[config.mk]
export PLATFORM = sky130hd
export DESIGN_NAME = interrupt_sequencer
export DESIGN_NICKNAME = d
export VERILOG_FILES = /design/src/rtl/interrupt_sequencer.sv
export SDC_FILE = /design/constraint.sdc
export NUM_CORES = 1
export LEC_CHECK = 0
export BUFFER_PORTS_ARGS = -buffer_cell sky130_fd_sc_hd__buf_2
export CELL_PAD_IN_SITES_DETAIL_PLACEMENT = 0
export CELL_PAD_IN_SITES_GLOBAL_PLACEMENT = 1
export CORE_MARGIN = 4
export CORE_UTILIZATION = 40
export DETAILED_ROUTE_END_ITERATION = 8
export GPL_TIMING_DRIVEN = 0
export PLACE_DENSITY_LB_ADDON = 0.25
export SLEW_MARGIN = 20
export SYNTH_ARGS = -nofsm -noshare
export SYNTH_HDL_FRONTEND = slang
export SYNTH_SLANG_ARGS = --single-unit
[constraint.sdc]
create_clock -name clk -period 2 [get_ports clk]
set_input_delay 0.1 -clock clk [delete_from_list [all_inputs] [get_ports clk]]
set_output_delay 0.1 -clock clk [all_outputs]
set_load 0.01 [all_outputs]
[src/rtl/interrupt_sequencer.sv]
// Interrupt sequencer: synchronizes an async request, waits for a safe fetch
// boundary, drains fetch, pulses the core interrupt and blocks nesting until RTI.
module interrupt_sequencer #(
  parameter int SETTLE_CYCLES  = 3,
  parameter int SERVICE_CYCLES = 4
) (
  input  logic       clk,
  input  logic       reset,
  input  logic       irq_in,
  input  logic       flush,
  input  logic       two_word,
  input  logic       rti_done,
  output logic       interrupt,
  output logic       fetch_hold,
  output logic       busy,
  output logic       pending,
  output logic [7:0] dropped_count
);

  typedef enum logic [2:0] {IDLE, PEND, DRAIN, FIRE, SERVICE, WAIT_RTI} state_t;

  state_t     state, state_nxt;
  logic [3:0] cnt, cnt_nxt;
  logic       queued, queued_nxt;
  logic [7:0] drop_nxt;
  logic       s1, s2, s3;
  logic       irq_edge;
  logic       rti_exit;

  assign irq_edge = s2 & ~s3;
  assign rti_exit = (state == WAIT_RTI) && rti_done;

  always_ff @(posedge clk or posedge reset) begin
    if (reset) begin
      s1            <= 1'b0;
      s2            <= 1'b0;
      s3            <= 1'b0;
      state         <= IDLE;
      cnt           <= '0;
      queued        <= 1'b0;
      dropped_count <= '0;
    end else begin
      s1            <= irq_in;
      s2            <= s1;
      s3            <= s2;
      state         <= state_nxt;
      cnt           <= cnt_nxt;
      queued        <= queued_nxt;
      dropped_count <= drop_nxt;
    end
  end

  always_comb begin
    state_nxt = state;
    cnt_nxt   = cnt;
    case (state)
      IDLE:     if (irq_edge) state_nxt = PEND;
      PEND:     if (!flush && !two_word) begin
                  state_nxt = DRAIN;
                  cnt_nxt   = 4'(SETTLE_CYCLES - 1);
                end
      DRAIN:    if (cnt == 4'd0) state_nxt = FIRE;
                else cnt_nxt = cnt - 4'd1;
      FIRE:     begin
                  state_nxt = SERVICE;
                  cnt_nxt   = 4'(SERVICE_CYCLES - 1);
                end
      SERVICE:  if (cnt == 4'd0) state_nxt = WAIT_RTI;
                else cnt_nxt = cnt - 4'd1;
      WAIT_RTI: if (rti_done) state_nxt = (queued || irq_edge) ? PEND : IDLE;
      default:  state_nxt = IDLE;
    endcase
  end

  // On RTI exit a queued request becomes the pending one; a coincident edge
  // refills the queue so neither request is lost.
  always_comb begin
    queued_nxt = queued;
    drop_nxt   = dropped_count;
    if (rti_exit) begin
      queued_nxt = queued & irq_edge;
    end else if (irq_edge && (state == DRAIN || state == FIRE ||
                              state == SERVICE || state == WAIT_RTI)) begin
      if (!queued)                      queued_nxt = 1'b1;
      else if (dropped_count != 8'hff)  drop_nxt   = dropped_count + 8'd1;
    end
  end

  always_comb begin
    interrupt  = (state == FIRE);
    fetch_hold = (state == DRAIN);
    busy       = (state == FIRE) || (state == SERVICE) || (state == WAIT_RTI);
    pending    = (state == PEND) || (state == DRAIN);
  end

endmodule

==> impl_metrics.yaml <==
clocking:
  cts_htree_levels: 1
  cts_tree: "built"
  cts_setup_buffers: 0
  cts.sink_count: 19
  cts_buffers: 3
  path_clk_slew_ns: 0.12
  clk_latency_ns: 0.30
  clockBufferDepth: 2
  clock-root-buffer: "clkbuf_4"
setup_path:
  worst-path-max-fanout: 6
  critical_path_arrival_ns: 1.99
  worstSetupPathType: "reg2reg"
  crit_path_end_kind: "flop"
  startpoint_type: "flop"
  crit_required_ns: 2.17
pwr:
  p_leak_nw: 0.591
  powerDensity_nw_per_um2: 1140
  power_w: 0.00141
  ir_drop_uv: 738
yosys:
  ys.flop_type: "dfrtp_1"
  seq_area_frac_synth_pct: 44.7
  synth_common_cells: "19 x dfrtp_1, 12 x nand2_1, 7 x inv_1, 7 x nor2_1, 6 x mux2_2"
  synth_area_leaders: "dfrtp_1 45%, mux2_2 6.3%, nand2_1 4.2%"
  synth_top_cell_by_area: "dfrtp_1"
  syn_area_um2: 1060
  synth_top_area_share_pct: 44.7
  yosysMostFrequentCell: "dfrtp_1"
  synth-edff-count: 0
  synth_compound_area_share_pct: 14.1
  ys_warn_count: 0
  synth_mux_area_share_pct: 6.35
  ys_types: 36
  synth_cells: 111
  synth_xor_area_share_pct: 3.29
  synth_top_family_by_area: "simple AND/OR/NAND/NOR gates"
  synth-seq-cells: 19
  async_reset_ff_share_pct: 100
  synth_simple_gate_area_share_pct: 24.2
  synth_nets: 120
  synth-adder-area-share_pct: 3.53
  synth_area_per_cell_um2: 9.59
place:
  dp_hpwl_mm: 1.57
  post-place-cells: 158
  io_buffers: 17
  place.gp.congestion: 0.818
hold_path:
  worstHoldPathType: "in2reg"
sta:
  worst_slew_pin_slew_ns: 0.748
  relSlewSlack_pct: 50.1
  fin_crit_sh_pct: 91.0
  fmax_ghz: 0.549
  fin_skew_ns: 0.0155
  rsz0062_at_grt: "false"
  fin_tns_setup_ns: 0
  final.min_clock_period_ns: 1.82
  setup_viol: 0
  hold_viol: 0
  maxSlewViolCount: 0
detailed_routing:
  dr_total_vias: 881
  drc_errors: 0
  viasPerCell: 5.37
  wl_per_cell_um: 13.4
  ant_nets: 0
  drt-initial-drc-count: 38
  totalWireLength_mm: 2.20
  dr.pass1.iters: 5
global_routing:
  grt.total_usage_pct: 14.3
  grt_start_max_net_pins: 20
  grt_pass1_wl_mm: 3.89
  overflow: 0
  grt_pass1_vias: 861
  antenna_found_initial: 0
layout:
  nNetsFinal: 144
  area_growth_pct: 16.2
  antennaDiodeCount: 0
  register_area_um2: 475
  layout.cells.non_filler: 164
  layout-drive-gt1-share_pct: 23.9
  multi_input_area_um2: 551
  fillerInstances: 249
floorplanning:
  core_area_um2: 2500
  start_util_pct: 42.6
  boundaryPins: 18
  die_h_um: 59.6
  fp-row-count: 18
  die_area_um2: 3550
  die_w_um: 59.6
job:
  maxCapViolations: 0
run_status:
  status: "completed"
-- metal layers --
layer  wire (µm)  track usage, %  vias to the layer above
li1            -               -                      448
met1        1080            19.8                      415
met2        1020            22.8                       16
met3          94            2.18                        2
met4          12            4.75                        0
met5           0               0                        -
-- worst paths after layout --
check | start | end | slack (ns) | depth (start not counted)
max in group asynchronous | reset | cnt[3] | 1.05 | 3
worst min register to register | s1 | s2 | 0.36 | 0
worst min-delay path | rti_done | state[2] | 0.12 | 4
min in group asynchronous | reset | s3 | 0.47 | 3
worst max-delay path | cnt[0] | cnt[2] | 0.18 | 6
worst max register to register | cnt[0] | cnt[2] | 0.18 | 6
-- layout make-up --
cell class,count,area share (%)
Clock buffer,3,1.82
Multi-Input combinational cell,82,44.5
Tap cell,30,3.03
Clock inverter,1,0.404
Sequential cell,19,38.4
Timing Repair Buffer,19,8.49
Buffer,3,1.21
Inverter,7,2.12
-- registers in the layout (all words and copies together) (netlist names) --
name and cells:
cnt 4, state 3, dropped_count 8, s3 1, queued 1, s1 1
s2 1
-- power by group --
group          switching, W  internal (W)
sequential        0.0000909      0.000472
combinational      0.000366      0.000281
clock              0.000125     0.0000744
total              0.000583      0.000828
-- cell families (layout without fill, tap and decap cells) --
logic type / Yosys count / in the layout
AND/OR/NAND/NOR: 48 / 48
AO/OA/AOI/OAI: 21 / 21
flip-flops: 19 / 19
buffers and inverters: 10 / 33
multiplexers: 6 / 6
XOR/XNOR: 4 / 4
adder cells (fa/ha/maj): 3 / 3
-- cells in the final DEF, fill, tap and decap left out, types with 2 or more instances in the layout --
cell           instances
a21o_1                 2
a31oi_1                2
inv_1                  7
a21oi_1                4
nand3_1                2
clkbuf_1               2
nand4_1                2
dlygate4sd3_1          2
clkbuf_4               3
nand2_1               12
ha_1                   3
nor4_1                 4
dfrtp_1               19
nor2b_1                2
xor2_1                 2
nand2b_1               5
nor2_1                 7
o211ai_1               2
nor3b_1                2
nor3_1                 5
xnor2_1                2
mux2_2                 6
buf_2                 17
o21ai_0                3
-- worst max-delay path, cell delays in order (launching register included) --
cell      delay, ns
dfrtp_1        0.45
inv_1          0.14
ha_1           0.17
or3b_4         0.42
or2_2          0.30
a31oi_1        0.17
a311oi_1       0.06
-- through the flow --
| step | utilization [%] | hold WS [ns] | setup slack [ns] | instance area (µm²) |
|---|---|---|---|---|
| 2_1_floorplan | - | 0.0511 | 0.288 | 1060 |
| 3_3_place_gp | 47.5 | 0.208 | 0.164 | 1190 |
| 3_5_place_dp | 47.5 | 0.210 | 0.149 | 1190 |
| 4_1_cts | 49.4 | 0.110 | 0.130 | 1230 |
| 5_1_grt | 49.5 | 0.143 | 0.0423 | 1240 |
| 6_report | 49.5 | 0.119 | 0.179 | 1240 |
-- repair_timing --
item	CTS	global route
endpoints found under the setup margin	0	1
hold endpoints to repair	20	0
resized for setup	0	1
hold buffers	2	0
Power figures use the tool's default switching activity.
